--- src/rtl/bus_arbiter.sv ---
// Two-master (fetch / data) arbiter onto one memory port, one transfer outstanding, with a wait timeout.
// Define ARB_RR_EN for round-robin arbitration; by default the data master has fixed priority.
module bus_arbiter #(
    parameter int MAX_WAIT = 15
) (
    input  logic        clk_i,
    input  logic        rst_i,
    input  logic        i_req_i,
    input  logic [31:0] i_addr_i,
    output logic        i_ready_o,
    output logic [31:0] i_rdata_o,
    input  logic        d_req_i,
    input  logic [3:0]  d_en_i,
    input  logic [31:0] d_addr_i,
    input  logic [31:0] d_wdata_i,
    output logic        d_ready_o,
    output logic [31:0] d_rdata_o,
    output logic        err_o,
    output logic        mem_req_o,
    output logic [3:0]  mem_en_o,
    output logic [31:0] mem_addr_o,
    output logic [31:0] mem_wdata_o,
    input  logic        mem_ack_i,
    input  logic [31:0] mem_rdata_i
);
    localparam logic [7:0] WAIT_LIMIT = 8'(MAX_WAIT);

    typedef enum logic {IDLE, BUSY} state_t;

    state_t     state, state_nxt;
    logic       owner;          // 1 = data master holds the port
    logic [7:0] wait_cnt;
    logic [7:0] wait_inc;
    logic       grant, grant_data, done_ack, done_abort;
`ifdef ARB_RR_EN
    logic       prefer_data;
`endif

    always_comb begin
        state_nxt  = state;
        grant      = 1'b0;
        grant_data = 1'b0;
        done_ack   = 1'b0;
        done_abort = 1'b0;
        wait_inc   = wait_cnt + 8'd1;
        case (state)
            IDLE: begin
                if (i_req_i || d_req_i) begin
                    grant = 1'b1;
`ifdef ARB_RR_EN
                    grant_data = d_req_i && (!i_req_i || prefer_data);
`else
                    grant_data = d_req_i;
`endif
                    state_nxt = BUSY;
                end
            end
            BUSY: begin
                // An ack in the timeout cycle still completes normally.
                if (mem_ack_i) begin
                    done_ack  = 1'b1;
                    state_nxt = IDLE;
                end else if (wait_inc == WAIT_LIMIT) begin
                    done_abort = 1'b1;
                    state_nxt  = IDLE;
                end
            end
            default: state_nxt = IDLE;
        endcase
    end

    always_ff @(posedge clk_i) begin
        if (rst_i) state <= IDLE;
        else       state <= state_nxt;
    end

    always_ff @(posedge clk_i) begin
        if (rst_i) begin
            owner       <= 1'b0;
            wait_cnt    <= 8'd0;
            mem_req_o   <= 1'b0;
            mem_en_o    <= 4'd0;
            mem_addr_o  <= 32'd0;
            mem_wdata_o <= 32'd0;
            i_ready_o   <= 1'b0;
            d_ready_o   <= 1'b0;
            i_rdata_o   <= 32'd0;
            d_rdata_o   <= 32'd0;
            err_o       <= 1'b0;
`ifdef ARB_RR_EN
            prefer_data <= 1'b1;
`endif
        end else begin
            i_ready_o <= 1'b0;
            d_ready_o <= 1'b0;
            i_rdata_o <= 32'd0;
            d_rdata_o <= 32'd0;
            err_o     <= 1'b0;
            if (grant) begin
                owner       <= grant_data;
                wait_cnt    <= 8'd0;
                mem_req_o   <= 1'b1;
                mem_en_o    <= grant_data ? d_en_i : 4'd0;
                mem_addr_o  <= grant_data ? d_addr_i : i_addr_i;
                mem_wdata_o <= grant_data ? d_wdata_i : 32'd0;
`ifdef ARB_RR_EN
                prefer_data <= !grant_data;
`endif
            end
            if (state == BUSY) wait_cnt <= wait_inc;
            if (done_ack || done_abort) begin
                mem_req_o <= 1'b0;
                err_o     <= done_abort;
                if (owner) begin
                    d_ready_o <= 1'b1;
                    d_rdata_o <= done_ack ? mem_rdata_i : 32'd0;
                end else begin
                    i_ready_o <= 1'b1;
                    i_rdata_o <= done_ack ? mem_rdata_i : 32'd0;
                end
            end
        end
    end
endmodule

--- config.mk ---
export PLATFORM = sky130hd
export DESIGN_NAME = bus_arbiter
export DESIGN_NICKNAME = d
export VERILOG_FILES = /design/src/rtl/bus_arbiter.sv
export SDC_FILE = /design/constraint.sdc
export NUM_CORES = 1
export LEC_CHECK = 0
export CAP_MARGIN = 30
export CORE_ASPECT_RATIO = 0.8
export CORE_MARGIN = 3
export CORE_UTILIZATION = 44
export CTS_BUF_LIST = sky130_fd_sc_hd__clkbuf_4 sky130_fd_sc_hd__clkbuf_8
export CTS_CLUSTER_DIAMETER = 120
export DETAILED_ROUTE_END_ITERATION = 7
export PLACE_DENSITY = 0.88
export SKIP_LAST_GASP = 1
export SLEW_MARGIN = 20
export SYNTH_ARGS = -nofsm -noshare
export SYNTH_HDL_FRONTEND = slang
export SYNTH_SLANG_ARGS = --single-unit
--- constraint.sdc ---
create_clock -name clk_i -period 3.8 [get_ports clk_i]
set_input_delay 0.57 -clock clk_i [delete_from_list [all_inputs] [get_ports clk_i]]
set_output_delay 0.57 -clock clk_i [all_outputs]
set_load 0.005 [all_outputs]
; ---- Yosys cells after proc, flatten, opt, wreduce, memory -nomap -nowiden
; Cells that the tools add are included.
[totals]
out_inout_bits = 136
regBits = 146
input_bits = 137
[op_classes]
add_sub_neg = 1
mux = 20
eq_ne = 1
bitwise_logic = 3
n_reduce_logical = 7
[op_table]
columns = operator, count
row1 = $mux 32, 3
row2 = $mux 8, 2
row3 = $mux 1, 13
row4 = $add 8x1->8 const B, 1
row5 = $eq 8x4->1 const B, 1
row6 = $reduce_or 3->1, 2
row7 = $mux 4, 1
row8 = $reduce_or 2->1, 2
row9 = $not 1->1, 3
row10 = $logic_or 1x1->1, 2
row11 = $pmux 1 s2, 1
row12 = $reduce_bool 2->1, 1

; ---- Logic depth before layout (Yosys ltp)
[depth]
depth_word = 8
mapped_depth = 5
mapped_depth_nobuf = 4

; ---- Worst setup path before layout
; Ideal clock, no wire load.
[synth_timing]
kind = input port to flip-flop
start = input port rst_i
end = register err_o
t_arrival_ns = 1.370
stages = 3
path_buffers = 1
setup_ns = 0.087
setup_slack_ns = 2.343
cell_sequence = buf_2 or3b_1 nor4b_2
[synth_between]
elab_chain_len = 1
[synth_lines]
columns = item, line
row1 = start: declaration, 7  ; input logic rst_i,
row2 = $reduce_or 2->1 (no line), -
row3 = end signal: assignment, 113  ; err_o <= done_abort;
row4 = end: declaration, 18  ; output logic err_o,
; No other way between the ends.
; A chain may end at the register's enable or synchronous reset.

; ---- Final worst setup path
[layout_timing]
start = register state
end = register d_rdata_o[27]
[layout_between]
elab_chain_len = 4
[layout_lines]
columns = item, line
row1 = start: declaration, 30  ; state_t state, state_nxt;
row2 = start signal: assignment, 74  ; else state <= state_nxt;
row3 = $mux 1, 46  ; case (state)
row4 = $logic_or 1x1->1, 111  ; if (done_ack || done_abort) begin
row5 = $not 1->1 (no line), -
row6 = $reduce_or 3->1 (no line), -
row7 = end signal: assignment, 116  ; d_rdata_o <= done_ack ? mem_rdata_i : 32'd0;
row8 = end: declaration, 17  ; output logic [31:0] d_rdata_o,
; Parallel ways exist; a longest one is shown, timed or not.

==> results.md <==
* Outcome: completed
* TritonCTS clock tree: yes
* Via density per instance at 5.142
* Endpoint of the worst register-to-register path: d_rdata_o[27]
* Number of nets still failing antenna checks after routing at 0
* Maximum clock skew at final layout at 0.009725 ns
* Buffers on Ports at 272
* Area overhead of the layout relative to synthesis at 59.58%
* Number of storage elements in the synthesis netlist at 146
* Transition time of the tightest slew-check pin at 0.9089 ns
* Count of different cell masters after synthesis at 45
* Type of the worst setup path: flop to flop
* Synth Cell Area at 0.005284 mm2
* Number of placement rows at 35
* Layout cell share with drive strength beyond 1 at 5.890%
* Setup repair bufs after CTS at 0
* Die Span X at 128.5 um
* Latest clock arrival within the worst-skew pair at 0.43 ns
* CP Data Arrival Time at 2.54 ns
* Share of the core filled with cells at 72.66%
* Power density over the cells at 456.5 mW/mm2
* Synth Area in Compound Gates at 18.19%
* Maximum achievable frequency at 0.4615 GHz
* CTS Buf Count at 17
* CP Cell Sequence: nor2b_1 -> and3_1 -> and2_1
* Leading post-synthesis cells by instance count: 146 x dfxtp_1, 102 x nor2_1, 36 x a22oi_1
* Yosys Warn Count at 0
* Total via count after detailed routing at 4952
* Pins over their slew limit at 0
* Family with the most delay on the worst path: simple AND/OR/NAND/NOR gates
* Final setup violating endpoints at 0
* Worst-path clk slew at 0.09 ns
* Met3 routing resource usage after global routing at 7.546%
* Overall overflow remaining after global route at 0
* WP buf/inv at 0
* Area fraction of the dominant cell type after synthesis at 55.32%
* Proportion of register bits with asynchronous set or reset after synthesis at 0%
* CTS-repair resized insts at 0
* Combinational family with the most area after synthesis: simple AND/OR/NAND/NOR gates
* DRC violations left at 0
* Global-route track usage on met1 at 27.23%
* Worst reg-to-reg path cell count at 3
* Synth Area in Simple Gates at 18.57%
* Primary FF master, synth: dfxtp_1
* Xor/xnor share of the synthesized area at 0.3315%
* Arithmetic-cell share of the synthesized area counting full adders, half adders and majority gates at 0.4736%
* Summed negative setup slack over all endpoints at 0 ns
* Critical path required time at 4.18 ns
* GRT Max-Usage Layer: met2
* Gate count after technology mapping at 553
* Antenna Cells at 0
* First-pass DRT Iterations at 5
* Iteration-0 DRC count of the detailed router at 234
* Overall die area at 0.01337 mm2
* Final-stage net count at 941
* Number of violations of the max-capacitance limit at 0
* GRT Util Overall at 22.51%
* Largest net degree at the start of global routing at 68
* Worst setup slack for register-to-register paths at 1.63 ns
* Most frequently used cell type in the post-synthesis netlist: dfxtp_1
* Cell count along the critical path at 3
* Post-layout min period at 2.167 ns
* Share of synthesized area occupied by flip-flops and latches at 55.32%
* Vert. Die Dim at 104.0 um
* Portion of the clock cycle consumed by the worst path in the final layout at 57.02%
* Launch point of the critical path: state
* Buffer type at the clock tree root: clkbuf_8
* First-pass GRT wire length at 24.47 mm
* Io pins at 273
* Area contributors post-synth: dfxtp_1 55%, nor2_1 7.2%, a22o_1 5.1%
* Hold/Removal Path Class: flop to flop
* Cell with the largest stage delay on the worst path: and3_1
* Post-synth net total at 692
* Number of global-route vias before repair at 4820
* Synth area leader: dfxtp_1
* Quantity of hold-fixing buffers added after cts at 0
* Maximum cell stage delay along the critical path at 0.79 ns
* Initial antenna violation count at 0
* Core region area at 0.01160 mm2
* Starting Density at 45.53%
* Mean routed wirelength per cell at 16.09 um
* Met2 Resource Use GR at 37.99%
* Static leakage at 3.429 nW
* Fin Hold WS at 0.5023 ns
* Post-synthesis mux area share at 0.3789%
* Endpoint kind of the worst setup timing path: flop
* Half-perimeter wire length of the detailed placement result at 11.15 mm
* EDFF count, synth at 0
* RePlAce Congestion at 0.7830
* FF-to-FF Start: state
* Worst VDD drop at 0.0002826 V
* H-tree Lvls at 4
* Peak fanout along the critical path at 32
* Final Hold Viols at 0
* Slew margin rel. at 39.41%
* Largest buffer count on any clock path at 2
* Total detailed-routing wirelength at 15.49 mm
* Startpoint types: flop
* Setup repair after global routing missed its margin: no
* Last element of the critical path: d_rdata_o[27]
* Clk sink count at 146
* Mean cell area of the mapped netlist at 9.555 um2
[worst min-delay path by stage]
stage,end,from,depth (start not counted)
floorplan,wait_cnt[7],wait_cnt[7],2
global placement,mem_wdata_o[18],mem_wdata_o[18],2
detailed placement,mem_wdata_o[20],mem_wdata_o[20],2
CTS,mem_addr_o[25],mem_addr_o[25],2
global route,mem_addr_o[11],mem_addr_o[11],2
finish,mem_addr_o[2],mem_addr_o[2],2
[power by group]
part | total (W) | leakage (nW) | switching [W] | internal [W]
combinational | 0.000827 | 2.03 | 0.000354 | 0.000473
clock | 0.00128 | 0.211 | 0.000659 | 0.000619
sequential | 0.00174 | 1.19 | 0.0000853 | 0.00166
[layout make-up]
type                       count  area (um2)
inverter                      33       126.4
clock inverter                15       196.4
multi-input combinational    326        2006
sequential                   146        2923
fill                         783        3173
timing repair buffer         278        2761
tap                          148       185.2
clock buffer                  17       234.0
[worst register-to-register path: stages, from the launching register on]
cell	delay (ns)
dfxtp_1	0.78
nor2b_1	0.29
and3_1	0.79
and2_1	0.24
[layout by cell type, fill, tap and decap left out, types with 2 or more instances in the layout]
cell type	n
a211oi_1	32
nand2_1	7
clkinv_8	2
inv_6	3
inv_1	32
and3_1	33
xor2_1	2
a21oi_1	6
bufinv_16	2
a311oi_1	3
clkinvlp_4	2
a41oi_1	2
o211ai_1	3
clkdlybuf4s50_1	270
nand3_1	7
a22oi_1	36
a22o_1	31
and2_1	32
nand2b_1	2
clkinv_4	2
inv_8	4
dfxtp_1	146
nor3_1	2
buf_2	2
ha_1	2
nor2_1	102
or3_1	3
buf_4	5
mux2i_1	2
clkbuf_8	17
[metal layers]
metal / part of all wire (%) / up-vias / routed length (um)
met5: 0 / - / 0
met3: 8.6 / 22 / 1330
met2: 51 / 212 / 7851
met1: 39 / 2322 / 6070
met4: 1.5 / 0 / 240
li1: - / 2396 / -
[per-stage QoR]
stage	setup WS (ns)	power [W]	area, um2	std cells
6_report	1.633	0.003850	8432	963
5_1_grt	1.449	0.004035	8432	963
4_1_cts	1.553	0.003880	8421	962
3_5_place_dp	1.353	0.002603	7990	930
3_3_place_gp	1.425	0.002572	7989	930
2_1_floorplan	2.343	0.002148	5284	553
[state kept, by name (all words and copies together) (netlist names), 4 cells and up]
signal,count
mem_wdata_o,32
mem_addr_o,32
d_rdata_o,32
wait_cnt,8
mem_en_o,4
i_rdata_o,32
[kinds of logic (layout without fill, tap and decap cells)]
logic type,count (synthesis),in the layout
flip-flops,146,146
adder cells (fa/ha/maj),2,2
AO/OA/AOI/OAI,123,123
XOR/XNOR,2,2
buffers and inverters,81,343
multiplexers,2,2
AND/OR/NAND/NOR,197,197
Note: power is estimated with default switching activity, not from simulation.
==> variant 1, RTL diff (same settings) <==
The option `ARB_RR_EN` is turned on by a define.
--- a/src/rtl/bus_arbiter.sv
+++ b/src/rtl/bus_arbiter.sv
@@ -1,5 +1,7 @@
 // Two-master (fetch / data) arbiter onto one memory port, one transfer outstanding, with a wait timeout.
 // Define ARB_RR_EN for round-robin arbitration; by default the data master has fixed priority.
+`define ARB_RR_EN
+
 module bus_arbiter #(
     parameter int MAX_WAIT = 15
 ) (
Function: changed (Yosys sat finds a counterexample within 4 cycles, from zero or initial values and one cycle with rst_i high).
==> variant 1 against the original RTL <==
- final area is 0.83% lower
- worst hold slack worse by 0.020 ns
- combinational power is 2.9% lower
- synthesized area is 2.5% lower
- die area is 2.3% lower
- worst setup slack worse by 0.017 ns
- sequential cell count is 1 higher
- power hardly changed
- wire length is 6.4% higher
- critical path type unchanged
- largest cell class unchanged
==> variant 1: results (changes against the original RTL) <==
* Status: complete, no violations
* Post-Synth XOR/XNOR Area at 0.00340 (+0.0000837)
* Post-CTS sizing at 0 (unchanged)
* Via-to-Cell Ratio at 5.51 (+7.2%)
* Max VDD drop at 0.354 mV (+25%)
* Layout cells sized above 1 at 0.0633 (+0.00440)
* Ranking of synthesized cells by area: dfxtp_1 57%, and3_1 7.8%, nand3_1 6.7%
* Clk_skew at 0.0130 ns (+0.00324 ns)
* Delay-heaviest family, CP: flip-flops
* Tap cells at 144 (-2.7%)
* Max FO, Critical Path at 63 (+97%)
* Dpl ws at 1.30 ns (-0.0483 ns)
* Distinct cells, synth at 44 (-2.2%)
* Syn_nets at 673 (-2.7%)
* Port bufs at 272 (unchanged)
* Initial drt markers at 391 (+67%)
* Final cell count without fillers at 934 (-3.0%)
* First-pass GRT wire length at 25600 um (+4.6%)
* Top layer reached by signal wires: met4
* GRT met1 Usage at 0.277 (+0.00511)
* Clk tree area frac at 0.0513 (+0.000278)
* M2 GR Usage at 0.428 (+0.0485)
* Leak at 3.29 nW (-4.2%)
* Worst Path Arrival at 2.55 ns (about the same)
* Post-place instance area at 0.00792 mm^2 (-0.91%)
* Commonest cells post-synth: 147 x dfxtp_1, 69 x nand3_1, 64 x and3_1
* Worst path slowest cell: dfxtp_1
* Layout fillers at 740 (-5.5%)
* Async S/R FF share, synth at 0 (unchanged)
* Met3 wire len at 1390 um (+4.7%)
* Multi-input gate area at 0.00197 mm^2 (-2.0%)
* Seq area share at 0.352 (+0.00530)
* Post-Synth Adder-Cell Area at 0.00486 (+0.000120)
* Worst slew margin at 0.483 (+0.0892)
* Compound-Gate Fraction of Synth Area at 0.134 (-0.0474)
* Reg clk slew, reported paths at 0.09 ns (about the same)
* Mux share of post-synthesis cell area at 0.00194 (-0.00185)
* Non-clock buffering overhead at 0.339 (+0.0113)
* Multi-input gates at 327 (+0.31%)
* GR met3 Demand/Resource at 0.0813 (+0.00584)
* Register area at 0.00294 mm^2 (+0.68%)
* Final wirelength at 16500 um (+6.4%)
* Syn_area_per_cell at 9.65 um^2 (+1.0%)
* Slowest stage delay, CP at 0.82 ns (+0.03 ns)
* Post-DP HPWL at 11400 um (+2.0%)
* Vias in the first global route at 5083 (+5.5%)
* Inverter count at 3 (-91%)
* Placed Cells at 901 (-3.1%)
* Signal buffers at 281 (+1.1%)
* Pin count of the biggest net entering global routing at 70 (+2.9%)
* Wl on met1 at 6360 um (+4.8%)
* Nets at 916 (-2.7%)
* Routability Congestion at 0.837 (+6.9%)
* Gr usage total at 0.245 (+0.0195)
* Sequential cells at 147 (+0.68%)
* Sequential fraction of the synthesis area at 0.571 (+0.0179)
* Routed met2 length at 8370 um (+6.6%)
variant 1: cell count changes after synthesis, moves of 31 or more:
cell,change
nand2_1,+31
and3_1,+31
a32oi_1,+36
nor2_1,-62
a22o_1,-31
nand3_1,+62
a31oi_1,+32
a22oi_1,-35
a211oi_1,-32
variant 1: power breakdown:
| part | internal (mW) | leakage, nW | total [mW] | switching, mW |
|---|---|---|---|---|
| Combinational | 0.441 | 1.88 | 0.803 | 0.362 |
| Clock | 0.670 | 0.211 | 1.31 | 0.645 |
| Sequential | 1.65 | 1.20 | 1.73 | 0.0799 |
variant 1: worst register-to-register path, delay by kind of cell (launching register included):
family	cells	cell delay (ns)
flip-flops	1	0.82
AO/OA/AOI/OAI	2	0.53
AND/OR/NAND/NOR	1	0.17
buffers and inverters	1	0.60
variant 1: cells by family (layout without fill, tap and decap cells):
| kind of cell | Yosys count | in the layout |
|---|---|---|
| muxes | 1 | 1 |
| DFF | 147 | 147 |
| buffers and inverters | 60 | 316 |
| adders and majority gates | 2 | 2 |
| xor gates and xnor gates | 2 | 2 |
| AOI/OAI and AO/OA | 91 | 91 |
| and+or+nand+nor | 231 | 231 |
variant 1: path summary, 6_finish.rpt:
check | start | end | slack (ns) | depth (start not counted)
setup / recovery | state$_SDFF_PP0_ | mem_addr_o[26]$_SDFFE_PP0P_ | 1.62 | 4
hold / removal | mem_addr_o[6]$_SDFFE_PP0P_ | mem_addr_o[6]$_SDFFE_PP0P_ | 0.48 | 2
setup reg to reg | state$_SDFF_PP0_ | mem_addr_o[26]$_SDFFE_PP0P_ | 1.62 | 4
hold reg to reg | mem_addr_o[6]$_SDFFE_PP0P_ | mem_addr_o[6]$_SDFFE_PP0P_ | 0.48 | 2
==> variant 2, RTL diff (same flow settings) <==
Made on the original files. Register the output `err_o` once more, cleared by the reset; this adds one clock of latency there. The other outputs are not delayed to match.
--- a/src/rtl/bus_arbiter.sv
+++ b/src/rtl/bus_arbiter.sv
@@ -26,6 +26,8 @@
     localparam logic [7:0] WAIT_LIMIT = 8'(MAX_WAIT);
 
     typedef enum logic {IDLE, BUSY} state_t;
+
+    logic err_s0;
 
     state_t     state, state_nxt;
     logic       owner;          // 1 = data master holds the port
@@ -86,7 +88,7 @@
             d_ready_o   <= 1'b0;
             i_rdata_o   <= 32'd0;
             d_rdata_o   <= 32'd0;
-            err_o       <= 1'b0;
+            err_s0      <= 1'b0;
 `ifdef ARB_RR_EN
             prefer_data <= 1'b1;
 `endif
@@ -95,7 +97,7 @@
             d_ready_o <= 1'b0;
             i_rdata_o <= 32'd0;
             d_rdata_o <= 32'd0;
-            err_o     <= 1'b0;
+            err_s0    <= 1'b0;
             if (grant) begin
                 owner       <= grant_data;
                 wait_cnt    <= 8'd0;
@@ -110,7 +112,7 @@
             if (state == BUSY) wait_cnt <= wait_inc;
             if (done_ack || done_abort) begin
                 mem_req_o <= 1'b0;
-                err_o     <= done_abort;
+                err_s0    <= done_abort;
                 if (owner) begin
                     d_ready_o <= 1'b1;
                     d_rdata_o <= done_ack ? mem_rdata_i : 32'd0;
@@ -121,5 +123,13 @@
             end
         end
     end
+    always_ff @(posedge clk_i) begin
+        if (rst_i) begin
+            err_o <= '0;
+        end else begin
+            err_o <= err_s0;
+        end
+    end
+
 endmodule
 
Function: same outputs for any inputs over 10 cycles, from zero or initial values and one cycle with rst_i high; that may be too few to reach the edited logic, so the function may still have changed.
==> variant 2 against the original RTL <==
- final area grew 0.37%
- combinational power grew 0.6%
- sequential share of layout area grew 0.11 points
- power is essentially flat
- wire length is essentially flat
- worst setup slack lost 0.045 ns
- sequential cell count grew 1
- final cell count grew 0.31%
- synthesized area grew 0.50%
- largest cell class unchanged
- largest power group unchanged
- highest routed layer unchanged
==> variant 2: results (changes against the original RTL) <==
* Placed Cells at 933 (+0.32%)
* Seq area share at 0.348 (+0.00108)
* M2 GR Usage at 0.403 (+0.0232)
* Layout cells sized above 1 at 0.0587 (-0.000216)
* Req. time, crit path at 4.17 ns (about the same)
* Non-clock buffering overhead at 0.329 (+0.00160)
* Pin count of the biggest net entering global routing at 69 (+1.5%)
* Post-place instance area at 0.00803 mm^2 (+0.50%)
* Dpl ws at 1.26 ns (-0.0883 ns)
* Nets at 944 (+0.32%)
* Clk_skew at 0.0130 ns (+0.00324 ns)
* First-pass GRT wire length at 24200 um (-0.90%)
* Sequential fraction of the synthesis area at 0.554 (+0.00103)
* Max VDD drop at 0.337 mV (+19%)
* Initial drt markers at 201 (-14%)
* Multi-input gates at 327 (+0.31%)
* Register area at 0.00294 mm^2 (+0.68%)
* Leak at 3.45 nW (+0.59%)
* Clk tree area frac at 0.0488 (-0.00226)
* Syn_area_per_cell at 9.57 um^2 (+0.14%)
* GRT met1 Usage at 0.246 (-0.0262)
* Final core occ at 0.727 (about the same)
* Met3 wire len at 1150 um (-14%)
* Via-to-Cell Ratio at 5.10 (-0.89%)
* GR met3 Demand/Resource at 0.0791 (+0.00359)
* Post-DP HPWL at 11200 um (+0.50%)
* Layout fillers at 793 (+1.3%)
* Clock power frac at 0.327 (-0.005)
* Vias in the first global route at 4913 (+1.9%)
* Syn_nets at 694 (+0.29%)
* Routability Congestion at 0.836 (+6.7%)
* Status: complete, no violations
* Ranking of synthesized cells by area: dfxtp_1 55%, nor2_1 7.2%, a22o_1 5.1%
* Wl on met1 at 6060 um (-0.13%)
* FF+latch count, synth at 147 (+0.68%)
variant 2: worst paths after layout:
path | cells past startpoint | startpoint | endpoint | slack [ns]
min reg2reg | 1 | err_s0$_SDFF_PP0_ | err_o$_SDFF_PP0_ | 0.44
min | 1 | err_s0$_SDFF_PP0_ | err_o$_SDFF_PP0_ | 0.44
max | 3 | state$_SDFF_PP0_ | d_rdata_o[28]$_SDFF_PP0_ | 1.59
max reg2reg | 3 | state$_SDFF_PP0_ | d_rdata_o[28]$_SDFF_PP0_ | 1.59
variant 2: cell families (layout without fill, tap and decap cells):
| logic type | after synthesis | in the layout | share of synthesized area |
|---|---|---|---|
| buf+inv | 81 | 344 | 0.0672 |
| flops | 147 | 147 | 0.554 |
| compound gates | 123 | 123 | 0.181 |
| simple gates | 198 | 198 | 0.186 |
| mux | 2 | 2 | 0.00377 |
| fa+ha+maj | 2 | 2 | 0.00471 |
| xor+xnor | 2 | 2 | 0.00330 |
